## src/rtl/barcode_rx.sv

```systemverilog
// Barcode receiver: calibrates bit timing from the start bit, then samples eight
// data cells MSB first and publishes legal station IDs with a sticky valid flag.
module barcode_rx #(
  parameter int CNT_W = 22
) (
  input  logic       clk,
  input  logic       rst_n,
  input  logic       BC,
  input  logic       clr_ID_vld,
  output logic [7:0] ID,
  output logic       ID_vld
);

  typedef enum logic [2:0] {
    IDLE      = 3'd0,
    START     = 3'd1,
    WAIT_FALL = 3'd2,
    WAIT_SAMP = 3'd3,
    CHECK     = 3'd4
  } state_t;

  localparam logic [CNT_W-1:0] TMR_ONE = {{(CNT_W-1){1'b0}}, 1'b1};

  state_t           state_q, state_d;
  logic             bc_s1_q, bc_s2_q, bc_s3_q;
  logic [CNT_W-1:0] tmr_q, tmr_d;
  logic [CNT_W-1:0] dur_q, dur_d;
  logic [7:0]       shft_q, shft_d;
  logic [2:0]       bcnt_q, bcnt_d;
  logic [7:0]       id_q, id_d;
  logic             vld_q, vld_d;

  logic fall, rise, tmr_sat;

  // bc_s2_q is the synchronized line; bc_s3_q is its one-cycle-old copy.
  assign fall    = bc_s3_q & ~bc_s2_q;
  assign rise    = ~bc_s3_q & bc_s2_q;
  assign tmr_sat = &tmr_q;

  always_comb begin
    state_d = state_q;
    tmr_d   = tmr_q;
    dur_d   = dur_q;
    shft_d  = shft_q;
    bcnt_d  = bcnt_q;
    id_d    = id_q;
    vld_d   = clr_ID_vld ? 1'b0 : vld_q;
    case (state_q)
      IDLE: begin
        if (fall) begin
          tmr_d   = '0;
          state_d = START;
        end
      end
      START: begin
        if (rise) begin
          dur_d   = tmr_q;
          tmr_d   = '0;
          bcnt_d  = 3'd0;
          state_d = WAIT_FALL;
        end else if (tmr_sat) begin
          state_d = IDLE;
        end else begin
          tmr_d = tmr_q + TMR_ONE;
        end
      end
      WAIT_FALL: begin
        if (fall) begin
          tmr_d   = '0;
          state_d = WAIT_SAMP;
        end else if (tmr_sat) begin
          state_d = IDLE;
        end else begin
          tmr_d = tmr_q + TMR_ONE;
        end
      end
      WAIT_SAMP: begin
        // Falling edges before the sample point are deliberately ignored.
        if (tmr_q == dur_q) begin
          shft_d  = {shft_q[6:0], bc_s2_q};
          bcnt_d  = bcnt_q + 3'd1;
          tmr_d   = '0;
          state_d = (bcnt_q == 3'd7) ? CHECK : WAIT_FALL;
        end else if (tmr_sat) begin
          state_d = IDLE;
        end else begin
          tmr_d = tmr_q + TMR_ONE;
        end
      end
      CHECK: begin
        if (shft_q[7:6] == 2'b00) begin
          id_d  = shft_q;
          vld_d = 1'b1;
        end
        state_d = IDLE;
      end
      default: state_d = IDLE;
    endcase
  end

  always_ff @(posedge clk or negedge rst_n) begin
    if (!rst_n) begin
      bc_s1_q <= 1'b1;
      bc_s2_q <= 1'b1;
      bc_s3_q <= 1'b1;
      state_q <= IDLE;
      tmr_q   <= '0;
      dur_q   <= '0;
      shft_q  <= 8'h00;
      bcnt_q  <= 3'd0;
      id_q    <= 8'h00;
      vld_q   <= 1'b0;
    end else begin
      bc_s1_q <= BC;
      bc_s2_q <= bc_s1_q;
      bc_s3_q <= bc_s2_q;
      state_q <= state_d;
      tmr_q   <= tmr_d;
      dur_q   <= dur_d;
      shft_q  <= shft_d;
      bcnt_q  <= bcnt_d;
      id_q    <= id_d;
      vld_q   <= vld_d;
    end
  end

  assign ID     = id_q;
  assign ID_vld = vld_q;

endmodule

```

## config.mk

```make
export PLATFORM = sky130hd
export DESIGN_NAME = barcode_rx
export DESIGN_NICKNAME = d
export VERILOG_FILES = /design/src/rtl/barcode_rx.sv
export SDC_FILE = /design/constraint.sdc
export NUM_CORES = 1
export LEC_CHECK = 0
export CAP_MARGIN = 20
export CELL_PAD_IN_SITES_DETAIL_PLACEMENT = 1
export CELL_PAD_IN_SITES_GLOBAL_PLACEMENT = 2
export CORE_ASPECT_RATIO = 0.7
export CORE_UTILIZATION = 35
export CTS_CLUSTER_DIAMETER = 100
export CTS_CLUSTER_SIZE = 30
export DETAILED_ROUTE_END_ITERATION = 7
export GPL_TIMING_DRIVEN = 0
export PLACE_DENSITY_LB_ADDON = 0.1
export SYNTH_ARGS = -nofsm -noshare
export SYNTH_HDL_FRONTEND = slang
export SYNTH_SLANG_ARGS = --single-unit
```

## constraint.sdc

```tcl
create_clock -name clk -period 2.26 [get_ports clk]
set_clock_uncertainty 0.1 [all_clocks]
set_input_delay 0.678 -clock clk [delete_from_list [all_inputs] [get_ports clk]]
set_output_delay 0.678 -clock clk [all_outputs]
set_load 0.02 [all_outputs]
```

# Word-level counts from Yosys, hierarchy flattened
# Cells that the tools add are included.
# word_totals
regBits	70
in_bits	4
out_inout_bits	9
elab_cells	54
# classes
addsub	2
eq_ne	9
mux	19
bitwise	4
n_reduce_logical	10
# op_table
op	n
22-bit two-way mux	5
22-bit one-hot mux with 4 select lines	1
3-bit two-way mux	8
22-bit by 1-bit adder with 22-bit output, second input constant	1
22-bit equality test	1
22-bit AND reduction	1
3-bit one-hot mux with 4 select lines	1
2-bit AND reduction	4
3-bit by 2-bit equality test with 1-bit output, second input constant	2
3-bit equality test, second input constant	2
2-bit inequality test, second input constant	3
3-bit one-hot mux with 2 select lines	1
4-bit nonzero test	1
3-bit by 1-bit adder with 3-bit output, second input constant	1
3-bit by 1-bit equality test with 1-bit output, second input constant	1
3-bit zero test	1
1-bit two-way mux	3
3-bit AND reduction	1
1-bit AND	2
2-bit zero test	1
1-bit NOT	2
2-bit nonzero test	1

# Longest topological paths before layout
# Gate-level depths: netlist of the first run.
# depth
ltp_word	4
mapped_depth	9
mapped_depth_nobuf	7

# Least setup slack after synthesis of the first run
# Ideal clock, no wire load.
# synth_timing
path_type	register to register
start	reg tmr_q[0]
end	reg shft_q[0]
setup_ns	0.125
arrival_time_ns	1.824
required_ns	2.035
setup_slack_ns	0.212
path_stages_with_launch	8
path_buffers	2
synth_period_minus_slack_ns	2.048
cell_sequence	dfrtp_1 buf_2 xor2_1 nor4_1 nand2_1 nor3_1 buf_4 mux2_2
# synth_between
elab_chain_len	2
# synth_lines
item	line_no	text
from (decl)	26	logic [CNT_W-1:0] tmr_q, tmr_d;
from (signal assigned)	118	tmr_q <= tmr_d;
22-bit equality test	79	if (tmr_q == dur_q) begin
2-bit AND reduction (no line)	--	
to (signal assigned)	120	shft_q <= shft_d;
to (decl)	28	logic [7:0] shft_q, shft_d;
# No other way between the ends.
# A chain may end at the register's enable or synchronous reset.

# Worst setup path in the final report of the first run
# layout_timing
start	reg dur_q[3]
end	reg tmr_q[19]
# layout_between
elab_chain_len	3
# layout_lines
item	line_no	text
from (decl)	27	logic [CNT_W-1:0] dur_q, dur_d;
from (signal assigned)	119	dur_q <= dur_d;
22-bit equality test	79	
22-bit two-way mux	79	
22-bit one-hot mux with 4 select lines	48	case (state_q)
# No other way between the ends.

==> results of run 1 <==
flip-flops by register name (all words and copies together), names as in the netlist:
name,flops
dur_q,22
tmr_q,22
ID,8
shft_q,8
bcnt_q,3
state_q,3
ID_vld,1
bc_s1_q,1
bc_s2_q,1
bc_s3_q,1
report_power, final:
| part | internal (mW) | leakage, nW | total [mW] | switching, mW |
|---|---|---|---|---|
| Sequential | 1.41 | 0.941 | 1.53 | 0.122 |
| Combinational | 1.08 | 1.06 | 2.18 | 1.10 |
| Clock | 0.876 | 0.149 | 1.39 | 0.517 |
| Total | 3.36 | 2.15 | 5.10 | 1.74 |
worst register-to-register path: stages (launching register included):
cell     delay (ns)
dfrtp_2        0.44
xor2_4         0.21
nor4_4         0.32
nand4_1        0.16
buf_6          0.16
a211o_1        0.26
buf_6          0.15
buf_4          0.15
o221a_2        0.27
worst max path at each step:
| stage | from | end | cells after the start |
|---|---|---|---|
| 2_1_floorplan | tmr_q[0] | shft_q[0] | 7 |
| 3_3_place_gp | rst_n | bcnt_q[1] | 1 |
| 3_5_place_dp | tmr_q[16] | shft_q[6] | 7 |
| 4_1_cts | tmr_q[11] | tmr_q[2] | 10 |
| 5_1_grt | tmr_q[3] | tmr_q[9] | 8 |
| 6_report | dur_q[3] | tmr_q[19] | 8 |
layer usage:
metal,wire [um],track usage
met4,69,0.0539
met1,5090,0.293
met3,385,0.0525
met5,0,0
met2,3900,0.269
kinds of logic after synthesis:
logic type               Yosys count  share of synthesized area
AND/OR/NAND/NOR                   99                      0.150
flip-flops                        70                      0.500
AO/OA/AOI/OAI                     56                     0.0995
multiplexers                      41                      0.130
buffers and inverters             33                     0.0499
XOR/XNOR                          22                     0.0592
adder cells (fa/ha/maj)            3                     0.0107
layout by cell type, fill, tap and decap left out, types with 5 or more instances in the layout:
cell type / count
dfrtp_1: 62
clkdlybuf4s50_1: 11
inv_1: 14
o21ai_0: 5
and2_1: 6
a21oi_1: 14
nand2_1: 23
a31oi_1: 12
clkbuf_16: 11
and3_1: 5
xor2_1: 17
nand3_1: 17
nand4_1: 5
mux2_2: 28
buf_6: 6
mux2_4: 9
dfrtp_2: 5
buf_4: 19
a21oi_2: 5
nor2_1: 14
cell type report:
class / count / area [um^2] / share of cell area
timing repair buffer: 32 / 323 / 0.0714
sequential: 70 / 1760 / 0.390
buffer: 17 / 139 / 0.0307
clock inverter: 5 / 50.0 / 0.0111
inverter: 14 / 52.6 / 0.0116
tap: 128 / 160 / 0.0354
clock buffer: 11 / 243 / 0.0537
multi-input combinational: 221 / 1790 / 0.396
stage by stage:
step / setup TNS [ns] / cells / instance area [um^2]
after global placement: -159.14 / 464 / 3790
final: -0.554 / 498 / 4520
after floorplan: 0 / 324 / 3510
after CTS: -0.353 / 489 / 4230
after detailed placement: -8.96 / 465 / 3810
after global routing: -3.19 / 498 / 4520
timing repair:
action / CTS / global route
gates resized for setup: 19 / 41
setup endpoints to repair: 55 / 53
setup buffers: 7 / 9
endpoints found under the hold margin: 0 / 0
hold buffers: 0 / 0
gates cloned: 1 / 2
pin swaps: 10 / 11
==> results.md, run 1 <==
- First-pass GRT wire length: 15000 um
- EDFF count, synth: 0
- CTS tree: yes
- CP most frequent cell: buf_6
- Minimum clock period after layout: around 2.3 ns
- 1st-iter DRT viols: 125
- Crit-path cells: xor2_4 > nor4_4 > nand4_1 > buf_6 > a211o_1 > buf_6 > buf_4 > o221a_2
- Slowest stage cell, crit path: dfrtp_2
- Nets: 372
- Final worst slack: -0.0713 ns
- Pwr Density: ~1100 mW/mm^2
- Cts bufs inserted: 9
- Syn Nets: 331
- Routability Congestion: 0.781
- Top-area cell type share of the netlist area: 0.478
- GR Overflow Total: 0
- Worst EP required: between 2 and 2.5 ns
- Max rail drop VDD: 0.483 mV
- Pre-CTS setup slack: -0.413 ns
- Number of antenna violations at the first check in global routing: 0
- Effective utilization at floorplan: 0.361
- Reg-to-Reg Start: dur_q[3]
- Cell family with most CP delay: compound AO/OA/AOI/OAI gates
- Io pins: 13
- Area leader, netlist: dfrtp_1
- Final Util: 0.465
- Root buffer cell: clkbuf_16
- Critical path fanouts, max: 9
- Clk sink count: 70
- Clock Path Buffers: 2
- DIE AREA: 0.0104 mm^2
- Core Region: 0.00972 mm^2
- H-tree levels: 3
- Die X: 122 um
- Instance count of the mapped netlist: 324
- Total GRT Usage: 0.194
- Synth Cell Area: ~0.0035 mm^2
- Synth top cells by count: dfrtp_1 (67), mux2_2 (37), nand2_1 (24)
- Vias per cell: 5.29
- Critical Path AT: 2.45 ns
- Synth Flop Type: dfrtp_1
- Max Cap Viol: 0
- Failing checks: negative setup slack
- Detailed Route WL: 9440 um
- CP Launch Type: register
- Die H: 85.8 um
- Crit path buffers/inverters: 3
- Final setup fails: 16
- Max incr delay on CP: about 0.44 ns
- Crit Path Category: reg -> reg
- Async SR Flop Fraction: 1.00
- Register bit total from synthesis: 70
- Worst-path clk slew: 0.06 ns
- Period utilization: 1.03
- Drc violations: 0
- YS warnings: 0
- Worst hold path type: in -> async
- Status: finished with violations
- Clk Latency, worst-skew pair: between 0.3 and 0.4 ns
- Netlist cell types: 42
- Seq/Total Area, Yosys: 0.500
- N_diodes: 0
- Layout cell share with drive strength beyond 1: 0.343
- Fill count: 1039
- Rel. slew slack: 0.521
- Synth area leaders: dfrtp_1 (48%), mux2_2 (12%), xor2_1 (5.0%)
- FF-to-FF End: tmr_q[19]
- Critical path capture point type: register
- Slew Viols, Final: 0
- Routed Antenna Nets: 0
- Count leader, synth: dfrtp_1
- First-pass iteration count of the detailed router: 4
- FP Rows: 30
- Mean Syn Cell Area: 10.8 um^2
- R2R depth: 8
- Port bufs: 12
- RSZ-0062 raised after global routing: yes
- FF-to-FF setup slack: -0.07 ns
- Synth-to-Final Area Change: 28.8%
- Largest net degree at the start of global routing: 37
- Slew @ Worst Pin: 0.719 ns
- Fin. Hold Viols: 0
- Average wire per standard cell: about 19 um
- Hold Worst Slack: 0.204 ns
- Routed vias: 2634
- FMAX: 429 MHz
- HPWL Detailed: about 6300 um
- Leak: 2.15 nW
- Vias in the first global route: 2680
- Final Power: 5.10 mW
Power figures use the tool's default switching activity.
==> run 2, diff against run 1 <==
--- a/config.mk
+++ b/config.mk
@@ -5,6 +5,7 @@
 export SDC_FILE = /design/constraint.sdc
 export NUM_CORES = 1
 export LEC_CHECK = 0
+export ABC_CLOCK_PERIOD_IN_PS = 2260
 export CAP_MARGIN = 20
 export CELL_PAD_IN_SITES_DETAIL_PLACEMENT = 1
 export CELL_PAD_IN_SITES_GLOBAL_PLACEMENT = 2
==> results of run 2 <==
Same layout as run 1: the final DEF is identical, and so are final timing and power.
==> run 3, diff against run 2 <==
--- a/config.mk
+++ b/config.mk
@@ -19,3 +19,4 @@
 export SYNTH_ARGS = -nofsm -noshare
 export SYNTH_HDL_FRONTEND = slang
 export SYNTH_SLANG_ARGS = --single-unit
+export TNS_END_PERCENT = 1
==> run 3 against run 2 <==
Net effect:
- the run still ends with negative setup slack left
- flip-flop and latch count unchanged
- worst setup slack got worse by 0.034 ns
- clock-buffer cell count unchanged
- first-iteration DRC count decreased by 24%
- routed wire length decreased by 6.2%
- cell count decreased by 2.6%
- clock power about the same
- core utilization decreased by 2.8 points
- non-clock buffer count decreased by 13
- via count decreased by 2.8%
- critical endpoint is now tmr_q[2]
==> results.md, run 3 (synthesis gave the netlist of run 1 again) <==
- Average wire per standard cell: 18.3 um
- GR Overflow Total: 0
- CP Launch Type: register
- Hold-fix buffers, CTS: 0
- Largest registers: dur_q x22, tmr_q x22
- Die H: 85.8 um
- FF-to-FF End: tmr_q[2]
- Most frequent cells in the layout: dfrtp_1 (64), mux2_2 (31), nand2_1 (24), xor2_1 (19), nand3_1 (17)
- DIE AREA: 0.0104 mm^2
- Critical path capture point type: register
- Commonest non-fill, non-tap cell in the layout: dfrtp_1
- Max Cap Viol: 0
- Final setup fails: 22
- R2R depth: 8
- Worst hold path type: in -> async
- Layout cell share with drive strength beyond 1: 0.286
- Non-filler instance count after layout: between 400 and 500
- Core Region: 0.00972 mm^2
- Number of antenna violations at the first check in global routing: 0
- Leak: 2.01 nW
- Largest net degree at the start of global routing: 37
- Clk Latency, worst-skew pair: about 0.33 ns
- First-pass GRT wire length: 15000 um
- First-pass iteration count of the detailed router: 4
- Die X: 122 um
- Worst EP required: 2.36 ns
- Routed Antenna Nets: 0
- Slew @ Worst Pin: 0.708 ns
- Failing checks: negative setup slack
- Final worst slack: -0.105 ns
- Clk sink count: 70
- Worst-path clk slew: around 0.05 ns
- Nets: 359
- FMAX: between 400 and 500 MHz
- Drc violations: 0
- Final Power: 4.53 mW
- Max rail drop VDD: between 0.4 and 0.5 mV
- Routability Congestion: 0.781
- Minimum clock period after layout: 2.36 ns
- Pwr Density: 1070 mW/mm^2
- Routed vias: 2561
- Cells after DPL: approximately 470
- FF-to-FF setup slack: -0.10 ns
- Total GRT Usage: 0.193
- Root buffer cell: clkbuf_16
- 1st-iter DRT viols: 95
- CTS tree: yes
- Clock Path Buffers: 2
- Crit Path Category: reg -> reg
- Slew Viols, Final: 0
- Effective utilization at floorplan: 0.361
- Vias per cell: 5.28
- Fin. Hold Viols: 0
- RSZ-0062 raised after global routing: yes
- H-tree levels: 3
- Critical path fanouts, max: 10
- Cts bufs inserted: 9
- Io pins: 13
- N_diodes: 0
- Reg-to-Reg Start: tmr_q[1]
- Period utilization: 1.05
- FP Rows: 30
- Synth-to-Final Area Change: 21.1%
- Rel. slew slack: 0.528
- HPWL Detailed: 6300 um
- Status: finished with violations
- Detailed Route WL: 8850 um
- Vias in the first global route: 2666
- Port bufs: 12
- Critical Path AT: 2.46 ns
- Fill count: 1057
run 3: changes by cell type in the layout (fill, tap and decap cells not counted), sizes merged:
cell and change:
buf -11, clkbuf -2
run 3: timing repair:
| action | CTS | global route |
|---|---|---|
| setup endpoints to repair | 55 | 53 |
| pin swaps | 10 | 7 |
| gates resized for setup | 20 | 12 |
| setup buffers | 3 | 2 |
run 3: final cells by class:
cell class	instances	area, um^2	area share
repair buffers	18	175	0.0412
flip-flops and latches	70	1760	0.414
clock buffers	11	243	0.0571
inverters	14	52.6	0.0124
well taps	128	160	0.0377
clock inverters	5	50.0	0.0118
plain buffers	18	131	0.0309
multi-input cells	221	1680	0.395
run 3: metal layers:
layer,wire [um],share of wire,track usage,up-vias
met5,0,0,0,-
met4,74,0.0084,0.0539,0
met3,235,0.027,0.0525,8
met2,3660,0.41,0.268,26
met1,4890,0.55,0.291,1312
li1,-,-,-,1215
run 3: where the power goes:
group	internal, mW	switching [mW]
clock	0.876	0.516
combinational	0.686	0.927
sequential	1.41	0.113
total	2.97	1.56
run 3: metrics by stage:
stage / hold WS (ns) / utilization / TNS, ns / setup WS [ns] / cell area (um^2)
after floorplan: 0.245 / - / 0 / 0.212 / 3510
after global routing: 0.224 / 0.437 / -4.78 / -0.219 / 4250
final: 0.204 / 0.437 / -1.13 / -0.105 / 4250
after CTS: 0.216 / 0.432 / -1.11 / -0.0709 / 4200
after global placement: 0.246 / 0.390 / -159.14 / -2.19 / 3790
after detailed placement: 0.253 / 0.392 / -8.96 / -0.413 / 3810
run 3: worst max path at each step:
stage	startpoint	end	slack, ns	cells after the start
floorplan	tmr_q[0]	shft_q[0]	0.21	7
global placement	rst_n	bcnt_q[1]	-2.19	1
detailed placement	tmr_q[16]	shft_q[6]	-0.41	7
CTS	tmr_q[11]	tmr_q[8]	-0.07	9
global route	tmr_q[3]	tmr_q[2]	-0.22	8
finish	tmr_q[1]	tmr_q[2]	-0.10	8
run 3: critical path, cell delays in order (launching register included):
cell and delay (ns):
dfrtp_2 0.43, xor2_1 0.16, nor4_2 0.38, nand4_1 0.26
a211o_1 0.36, buf_6 0.15, buf_6 0.15, o211ai_1 0.11
o311ai_2 0.14
